$ cat config.mk
export PLATFORM = sky130hd
export DESIGN_NAME = ps2_rx_teclado_flat
export DESIGN_NICKNAME = d
export VERILOG_FILES = /design/src/rtl/teclado_pkg.sv /design/src/rtl/ps2_rx_teclado_if.sv /design/src/rtl/ps2_frame_rx.sv /design/src/rtl/ps2_rx_teclado.sv /design/src/flat_wrapper.sv
export SDC_FILE = /design/constraint.sdc
export NUM_CORES = 1
export LEC_CHECK = 0
export CAP_MARGIN = 20
export CORE_ASPECT_RATIO = 0.9
export CORE_MARGIN = 4
export CORE_UTILIZATION = 50
export DETAILED_ROUTE_END_ITERATION = 6
export PLACE_DENSITY_LB_ADDON = 0.08
export SLEW_MARGIN = 15
export SYNTH_ARGS = -nofsm -noshare
export SYNTH_HDL_FRONTEND = slang
export SYNTH_HIERARCHICAL = 1
export SYNTH_SLANG_ARGS = --single-unit
$ cat constraint.sdc
create_clock -name clk -period 3.05 [get_ports clk]
set_input_delay 0.915 -clock clk [delete_from_list [all_inputs] [get_ports clk]]
set_output_delay 0.915 -clock clk [all_outputs]
set_load 0.01 [all_outputs]
$ cat src/rtl/teclado_pkg.sv
// rtl/teclado_pkg.sv - Port addresses, scan codes and frame FSM states shared by the PS/2 keyboard path.
package teclado_pkg;

    localparam logic [7:0] PORT_TECLADO_ADDR = 8'h0a;
    localparam logic [7:0] PORT_DATO_ADDR    = 8'h0b;
    localparam logic [7:0] PORT_ESTADO_ADDR  = 8'h0c;

    localparam logic [7:0] SC_EXT = 8'he0;
    localparam logic [7:0] SC_BRK = 8'hf0;

    // Codes the keyboard decoder on PORT_TECLADO_ADDR turns into control flags.
    localparam logic [7:0] SC_F1    = 8'h05;
    localparam logic [7:0] SC_F2    = 8'h06;
    localparam logic [7:0] SC_F3    = 8'h04;
    localparam logic [7:0] SC_F4    = 8'h0c;
    localparam logic [7:0] SC_F5    = 8'h03;
    localparam logic [7:0] SC_F12   = 8'h07;
    localparam logic [7:0] SC_UP    = 8'h75;
    localparam logic [7:0] SC_DOWN  = 8'h72;
    localparam logic [7:0] SC_LEFT  = 8'h6b;
    localparam logic [7:0] SC_RIGHT = 8'h74;

    typedef enum logic [1:0] {
        IDLE   = 2'd0,
        DATOS  = 2'd1,
        PARADA = 2'd2
    } frame_state_e;

endpackage

$ cat src/rtl/ps2_rx_teclado_if.sv
// rtl/ps2_rx_teclado_if.sv - PicoBlaze port bus between the processor and the keyboard receiver.
interface ps2_rx_teclado_if;
    logic [7:0] port_ID;
    logic       read_strobe;
    logic [7:0] dato;
    logic [7:0] estado;
    logic       listo;
    logic       rx_done;

    modport master (
        output port_ID, read_strobe,
        input  dato, estado, listo, rx_done
    );

    modport slave (
        input  port_ID, read_strobe,
        output dato, estado, listo, rx_done
    );
endinterface

$ cat src/rtl/ps2_frame_rx.sv
// rtl/ps2_frame_rx.sv - PS/2 synchroniser, clock glitch filter, frame FSM and timeout; PS2_PARITY_CHECK_EN enables parity rejection.
module ps2_frame_rx #(
    parameter int FILT_LEN    = 8,
    parameter int TIMEOUT_CYC = 20000
) (
    input  logic       clk,
    input  logic       reset,
    input  logic       ps2c_i,
    input  logic       ps2d_i,
    output logic [7:0] data_o,
    output logic       rx_done_o,
    output logic       par_err_o
);
    import teclado_pkg::*;

`ifdef PS2_PARITY_CHECK_EN
    localparam logic PAR_CHK = 1'b1;
`else
    localparam logic PAR_CHK = 1'b0;
`endif

    localparam int TMO_W = $clog2(TIMEOUT_CYC + 1);
    localparam logic [TMO_W-1:0] TMO_LIM = TMO_W'(TIMEOUT_CYC);

    logic [1:0]          c_sync_q, d_sync_q;
    logic [FILT_LEN-1:0] filt_q;
    logic                fclk_q, fclk_prev_q;
    frame_state_e        state_q;
    logic [3:0]          cnt_q;
    logic [8:0]          sh_q;
    logic [TMO_W-1:0]    tmo_q;
    logic                fall, d_bit, par_odd, tmo_hit;

    assign fall    = fclk_prev_q & ~fclk_q;
    assign d_bit   = d_sync_q[1];
    assign par_odd = ^sh_q;
    assign tmo_hit = (tmo_q == TMO_LIM);

    // Idle line level is high, so the synchroniser and filter reset to 1 to avoid a phantom edge.
    always_ff @(posedge clk or negedge reset) begin
        if (!reset) begin
            c_sync_q    <= 2'b11;
            d_sync_q    <= 2'b11;
            filt_q      <= '1;
            fclk_q      <= 1'b1;
            fclk_prev_q <= 1'b1;
            state_q     <= IDLE;
            cnt_q       <= 4'd0;
            sh_q        <= 9'd0;
            tmo_q       <= '0;
            data_o      <= 8'd0;
            rx_done_o   <= 1'b0;
            par_err_o   <= 1'b0;
        end else begin
            c_sync_q    <= {c_sync_q[0], ps2c_i};
            d_sync_q    <= {d_sync_q[0], ps2d_i};
            filt_q      <= {filt_q[FILT_LEN-2:0], c_sync_q[1]};
            if (&filt_q)
                fclk_q <= 1'b1;
            else if (~|filt_q)
                fclk_q <= 1'b0;
            fclk_prev_q <= fclk_q;
            rx_done_o   <= 1'b0;
            par_err_o   <= 1'b0;

            if (fall || state_q == IDLE)
                tmo_q <= '0;
            else
                tmo_q <= tmo_q + TMO_W'(1);

            case (state_q)
                IDLE: begin
                    if (fall && !d_bit) begin
                        state_q <= DATOS;
                        cnt_q   <= 4'd0;
                    end
                end
                DATOS: begin
                    if (fall) begin
                        sh_q <= {d_bit, sh_q[8:1]};
                        if (cnt_q == 4'd8)
                            state_q <= PARADA;
                        else
                            cnt_q <= cnt_q + 4'd1;
                    end else if (tmo_hit) begin
                        state_q <= IDLE;
                    end
                end
                PARADA: begin
                    if (fall) begin
                        state_q   <= IDLE;
                        data_o    <= sh_q[7:0];
                        rx_done_o <= d_bit & (par_odd | ~PAR_CHK);
                        par_err_o <= d_bit & ~par_odd & PAR_CHK;
                    end else if (tmo_hit) begin
                        state_q <= IDLE;
                    end
                end
                default: state_q <= IDLE;
            endcase
        end
    end

endmodule

$ cat src/rtl/ps2_rx_teclado.sv
// rtl/ps2_rx_teclado.sv - PS/2 keyboard receiver with break/extended filter and PicoBlaze holding register; honours PS2_PARITY_CHECK_EN.
module ps2_rx_teclado
    import teclado_pkg::*;
#(
    parameter logic [7:0] PORT_DATO   = PORT_DATO_ADDR,
    parameter logic [7:0] PORT_ESTADO = PORT_ESTADO_ADDR,
    parameter int         FILT_LEN    = 8,
    parameter int         TIMEOUT_CYC = 20000
) (
    input  logic              clk,
    input  logic              reset,
    input  logic              ps2c,
    input  logic              ps2d,
    ps2_rx_teclado_if.slave   bus
);

    logic [7:0] rx_byte;
    logic       rx_done, par_err;
    logic       brk_q, ext_q, brk_d, ext_d;
    logic [7:0] dato_q;
    logic       ext_lat_q, listo_q, sobre_q, err_par_q;
    logic       store, rd_dato, rd_est;

    ps2_frame_rx #(
        .FILT_LEN    (FILT_LEN),
        .TIMEOUT_CYC (TIMEOUT_CYC)
    ) u_frame (
        .clk       (clk),
        .reset     (reset),
        .ps2c_i    (ps2c),
        .ps2d_i    (ps2d),
        .data_o    (rx_byte),
        .rx_done_o (rx_done),
        .par_err_o (par_err)
    );

    always_comb begin
        rd_dato = bus.read_strobe && (bus.port_ID == PORT_DATO);
        rd_est  = bus.read_strobe && (bus.port_ID == PORT_ESTADO);
        brk_d   = brk_q;
        ext_d   = ext_q;
        store   = 1'b0;
        if (rx_done) begin
            if (rx_byte == SC_EXT) begin
                ext_d = 1'b1;
            end else if (rx_byte == SC_BRK) begin
                brk_d = 1'b1;
            end else if (brk_q) begin
                brk_d = 1'b0;
                ext_d = 1'b0;
            end else begin
                store = 1'b1;
                ext_d = 1'b0;
            end
        end
    end

    // A store in the same cycle as a data read keeps listo set and is not an overrun.
    always_ff @(posedge clk or negedge reset) begin
        if (!reset) begin
            brk_q     <= 1'b0;
            ext_q     <= 1'b0;
            dato_q    <= 8'd0;
            ext_lat_q <= 1'b0;
            listo_q   <= 1'b0;
            sobre_q   <= 1'b0;
            err_par_q <= 1'b0;
        end else begin
            brk_q <= brk_d;
            ext_q <= ext_d;
            if (store) begin
                dato_q    <= rx_byte;
                ext_lat_q <= ext_q;
            end
            listo_q   <= store | (listo_q & ~rd_dato);
            sobre_q   <= (store & listo_q & ~rd_dato) | (sobre_q & ~rd_est);
            err_par_q <= par_err | (err_par_q & ~rd_est);
        end
    end

    assign bus.dato    = dato_q;
    assign bus.estado  = {4'b0000, err_par_q, ext_lat_q, sobre_q, listo_q};
    assign bus.listo   = listo_q;
    assign bus.rx_done = rx_done;

endmodule

$ cat src/flat_wrapper.sv
// flat-port wrapper written by rule: the top's interface ports become plain ports
module ps2_rx_teclado_flat import teclado_pkg::*;
#(
    parameter logic [7:0] PORT_DATO   = PORT_DATO_ADDR,
    parameter logic [7:0] PORT_ESTADO = PORT_ESTADO_ADDR,
    parameter int         FILT_LEN    = 8,
    parameter int         TIMEOUT_CYC = 20000
)
  (clk, reset, ps2c, ps2d, bus_port_ID, bus_read_strobe, bus_dato, bus_estado, bus_listo, bus_rx_done);
  ps2_rx_teclado_if bus_i ();
  input  logic clk;
  input  logic reset;
  input  logic ps2c;
  input  logic ps2d;
  input wire logic [$bits(bus_i.port_ID)-1:0] bus_port_ID;
  input wire logic [$bits(bus_i.read_strobe)-1:0] bus_read_strobe;
  output wire logic [$bits(bus_i.dato)-1:0] bus_dato;
  output wire logic [$bits(bus_i.estado)-1:0] bus_estado;
  output wire logic [$bits(bus_i.listo)-1:0] bus_listo;
  output wire logic [$bits(bus_i.rx_done)-1:0] bus_rx_done;
  assign bus_i.port_ID = bus_port_ID;
  assign bus_i.read_strobe = bus_read_strobe;
  assign bus_dato = bus_i.dato;
  assign bus_estado = bus_i.estado;
  assign bus_listo = bus_i.listo;
  assign bus_rx_done = bus_i.rx_done;
  ps2_rx_teclado #(.PORT_DATO(PORT_DATO), .PORT_ESTADO(PORT_ESTADO), .FILT_LEN(FILT_LEN), .TIMEOUT_CYC(TIMEOUT_CYC)) u_core (.clk(clk), .reset(reset), .ps2c(ps2c), .ps2d(ps2d), .bus(bus_i));
endmodule
==> results.py <==
metrics = {
    "status": {
        "status": "finished clean",
    },
    "timing": {
        "fin_setup_tns_ns": 0,
        "worstMarginPinSlew_ns": 0.644,
        "maxSlewHeadroom_pct": 57.1,
        "hold_viol": 0,
        "min_period_ns": 2.23,
        "setup_viol": 0,
        "fin_crit_sh_pct": 73.2,
        "rsz0062_at_grt": "no",
        "skew_ns": 0.00851,
        "slew_violations": 0,
        "worst_hold_slack_ns": 0.357,
        "fmax_ghz": 0.448,
    },
    "drt": {
        "wl_per_cell_um": 14.7,
        "routed_wl_um": 4860,
        "postRouteAntennaNets": 0,
        "drtIter0Drc": 89,
        "drt-pass1-iter-count": 4,
        "drc": 0,
        "vias_per_cell": 5.34,
        "dr_total_vias": 1761,
    },
    "finish": {
        "fin_cells": 330,
        "fin_nets": 275,
        "drive_gt1_share_pct": 25.5,
        "nFillCells": 443,
        "area_growth_pct": 17.3,
        "utilization_pct": 62.4,
        "diodes": 0,
        "final_area_mm2": 0.00338,
    },
    "power_and_ir_drop": {
        "switching_share_pct": 25.4,
        "combinationalPowerShare_pct": 8.9,
        "clockPowerShare_pct": 38.9,
        "p_seq_share_pct": 52.2,
        "power.density_mw_per_mm2": 563,
        "p_sw_uw": 483,
        "power.internal_mw": 1.42,
        "leakage_nw": 1.49,
        "ir_drop_mv": 0.483,
    },
    "synthesis": {
        "yosysWarnings": 6,
        "synth_edf_count": 0,
        "yosysTopAreaCellShare_pct": 46.1,
        "yosysSeqAreaShare_pct": 58.9,
        "synth-compound-area-share_pct": 7.35,
        "yosys.area.top_type": "dfrtp_1",
        "synth_mux_area_share_pct": 8.61,
        "async_reset_ff_share_pct": 100,
        "syn_area_per_cell_um2": 12.6,
        "synthXorXnorAreaFrac_pct": 3.65,
        "yosys-top-cells-area": "dfrtp_1 46%, dfstp_2 13%, mux2_2 8.6%",
        "ys_seq_elements": 67,
        "syn_inst": 228,
        "synth_area_mm2": 0.00288,
        "synthAdderAreaFrac_pct": 1.74,
        "synth_top_family_by_area": "simple AND/OR/NAND/NOR gates",
        "synth-simple-area-share_pct": 15.4,
        "synth_cell_type_count": 50,
        "ys.flop_type": "dfrtp_1",
    },
    "clock_tree": {
        "cts_buffer_depth": 2,
        "hold_buffers": 0,
        "cts_num_sinks": 67,
        "cts_setup_buffers": 0,
        "clkSlewWorstSetupHoldPaths_ns": 0.07,
        "cts-root-buf": "clkbuf_8",
        "insertion_delay_ns": 0.34,
        "cts_buffers": 9,
        "cts_tree": "done",
        "cts.repair.resized": 0,
        "ctsHtreeMaxLevel": 3,
    },
    "setup_path": {
        "cp.required_ns": 2.13,
        "cp.arrival_ns": 1.32,
        "worstPathCellList": "clkdlybuf4s50_1",
        "r2r_start": "u_core/u_frame/tmo_q[0]",
        "slowest_stage": "clkdlybuf4s50_1",
        "slowest_delay_ns": 0.57,
        "startpoint_type": "register",
        "crit_family": "buffers and inverters",
        "critPathMaxFanout": 6,
        "end_kind": "output port",
        "crit_path_start": "u_core/u_frame/rx_done_o",
        "worstSetupPathType": "register to output port",
        "crit_buf_inv": 1,
    },
    "grt": {
        "grt_pass1_wl_um": 8220,
        "track_usage_pct": 15.3,
        "antenna_found_initial": 0,
        "grt_pass1_vias": 1685,
        "grt_max_degree": 40,
        "grt-ovfl-total": 0,
    },
    "floorplanning": {
        "initial_utilization_pct": 53.2,
        "die_h_um": 80.0,
        "rows": 25,
        "num_io_pins": 31,
        "core_mm2": 0.00541,
        "die_w_um": 88.0,
        "dieArea_mm2": 0.00703,
    },
    "placement": {
        "portBuffers": 26,
        "hpwl_um": 3330,
        "dp.cells": 313,
        "placed_cell_area_mm2": 0.00316,
        "globalplace.congestion": 0.726,
    },
    "flow_run": {
        "drv_cap": 0,
    },
    "worst_hold_path": {
        "hold_start": "u_core/u_frame/c_sync_q[1]",
        "hp-class": "register to register",
    },
}
[flip-flops by register name (all words and copies together) (netlist names)]
| name | cells |
|---|---|
| u_core/brk_q | 1 |
| u_core/bus.dato | 8 |
| u_core/bus.listo | 1 |
| u_core/err_par_q | 1 |
| u_core/ext_lat_q | 1 |
| u_core/ext_q | 1 |
| u_core/sobre_q | 1 |
| u_core/u_frame/c_sync_q | 2 |
| u_core/u_frame/cnt_q | 4 |
| u_core/u_frame/d_sync_q | 2 |
| u_core/u_frame/data_o | 8 |
| u_core/u_frame/fclk_prev_q | 1 |
| u_core/u_frame/fclk_q | 1 |
| u_core/u_frame/filt_q | 8 |
| u_core/u_frame/rx_done_o | 1 |
| u_core/u_frame/sh_q | 9 |
| u_core/u_frame/state_q | 2 |
| u_core/u_frame/tmo_q | 15 |
[layer usage]
metal / vias to the layer above / global-route usage, % / share of wire (%)
met5: - / 0 / 0
li1: 862 / - / -
met3: 5 / 5.99 / 6.0
met1: 860 / 21.5 / 50
met2: 34 / 21.5 / 43
met4: 0 / 4.91 / 1.1
[synthesized netlist by cell type, drive strengths merged, types with 4 or more instances]
master and n:
nand2 10, dfrtp 53, nor2 17, buf 11
a21oi 6, and4 5, a22o 6, nand3 8
xor2 11, ha 4, o21ai 9, inv 9
mux2 22, dfstp 14, nand4 9
[cells by family (layout without fill, tap and decap cells)]
| group | Yosys count | after routing |
|---|---|---|
| compound gates | 30 | 30 |
| simple gates | 70 | 70 |
| other cells | 2 | 5 |
| mux | 22 | 22 |
| xor+xnor | 12 | 12 |
| buf+inv | 21 | 53 |
| flops | 67 | 67 |
| fa+ha+maj | 4 | 4 |
[path summary, 6_finish.rpt]
check                                                   to  slack, ns  depth (start not counted)
min in group asynchronous          u_core/u_frame/tmo_q[3]       0.60                          1
worst min register to register    u_core/u_frame/filt_q[0]       0.36                          0
worst max-delay path                           bus_rx_done       0.82                          1
worst max register to register   u_core/u_frame/state_q[0]       1.45                          6
max in group asynchronous       u_core/u_frame/d_sync_q[1]       1.78                          2
worst min-delay path              u_core/u_frame/filt_q[0]       0.36                          0
[placed cells by master, fill, tap and decap left out, drive strengths merged, types with 2 or more instances in the layout]
cell            n
a21o            3
a21oi           6
a22o            6
and4            5
buf             3
clkbuf         11
clkdlybuf4s50  25
clkinvlp        2
conb            5
dfrtp          53
dfstp          14
ha              4
inv            10
mux2           22
nand2          10
nand3           8
nand4           9
nor2           17
nor2b           3
nor3            2
nor4b           3
o21ai           9
o31ai           2
xor2           11
[cell type report]
cell class | count | area, um^2 | area share [%]
Sequential cell | 67 | 1690 | 50.2
Timing Repair Buffer | 28 | 283 | 8.38
Clock buffer | 11 | 141 | 4.19
Inverter | 9 | 33.8 | 1.00
Tap cell | 67 | 83.8 | 2.48
Multi-Input combinational cell | 143 | 1080 | 31.9
Clock inverter | 5 | 62.6 | 1.85
[power by group through the flow]
| stage | registers [mW] | logic [mW] | clock network [mW] |
|---|---|---|---|
| 6_report | 0.993 | 0.170 | 0.739 |
| 3_3_place_gp | 1.01 | 0.158 | 0 |
| 2_1_floorplan | 0.986 | 0.122 | 0 |
| 3_5_place_dp | 1.01 | 0.163 | 0 |
| 4_1_cts | 0.991 | 0.164 | 0.757 |
| 5_1_grt | 1.00 | 0.194 | 0.800 |
[per-stage QoR]
step	setup WS (ns)	total power, mW
finish	0.817	1.90
floorplan	1.26	1.11
detailed placement	0.729	1.17
CTS	0.785	1.91
global route	0.750	1.99
global placement	0.743	1.16
Power figures use the tool's default switching activity.
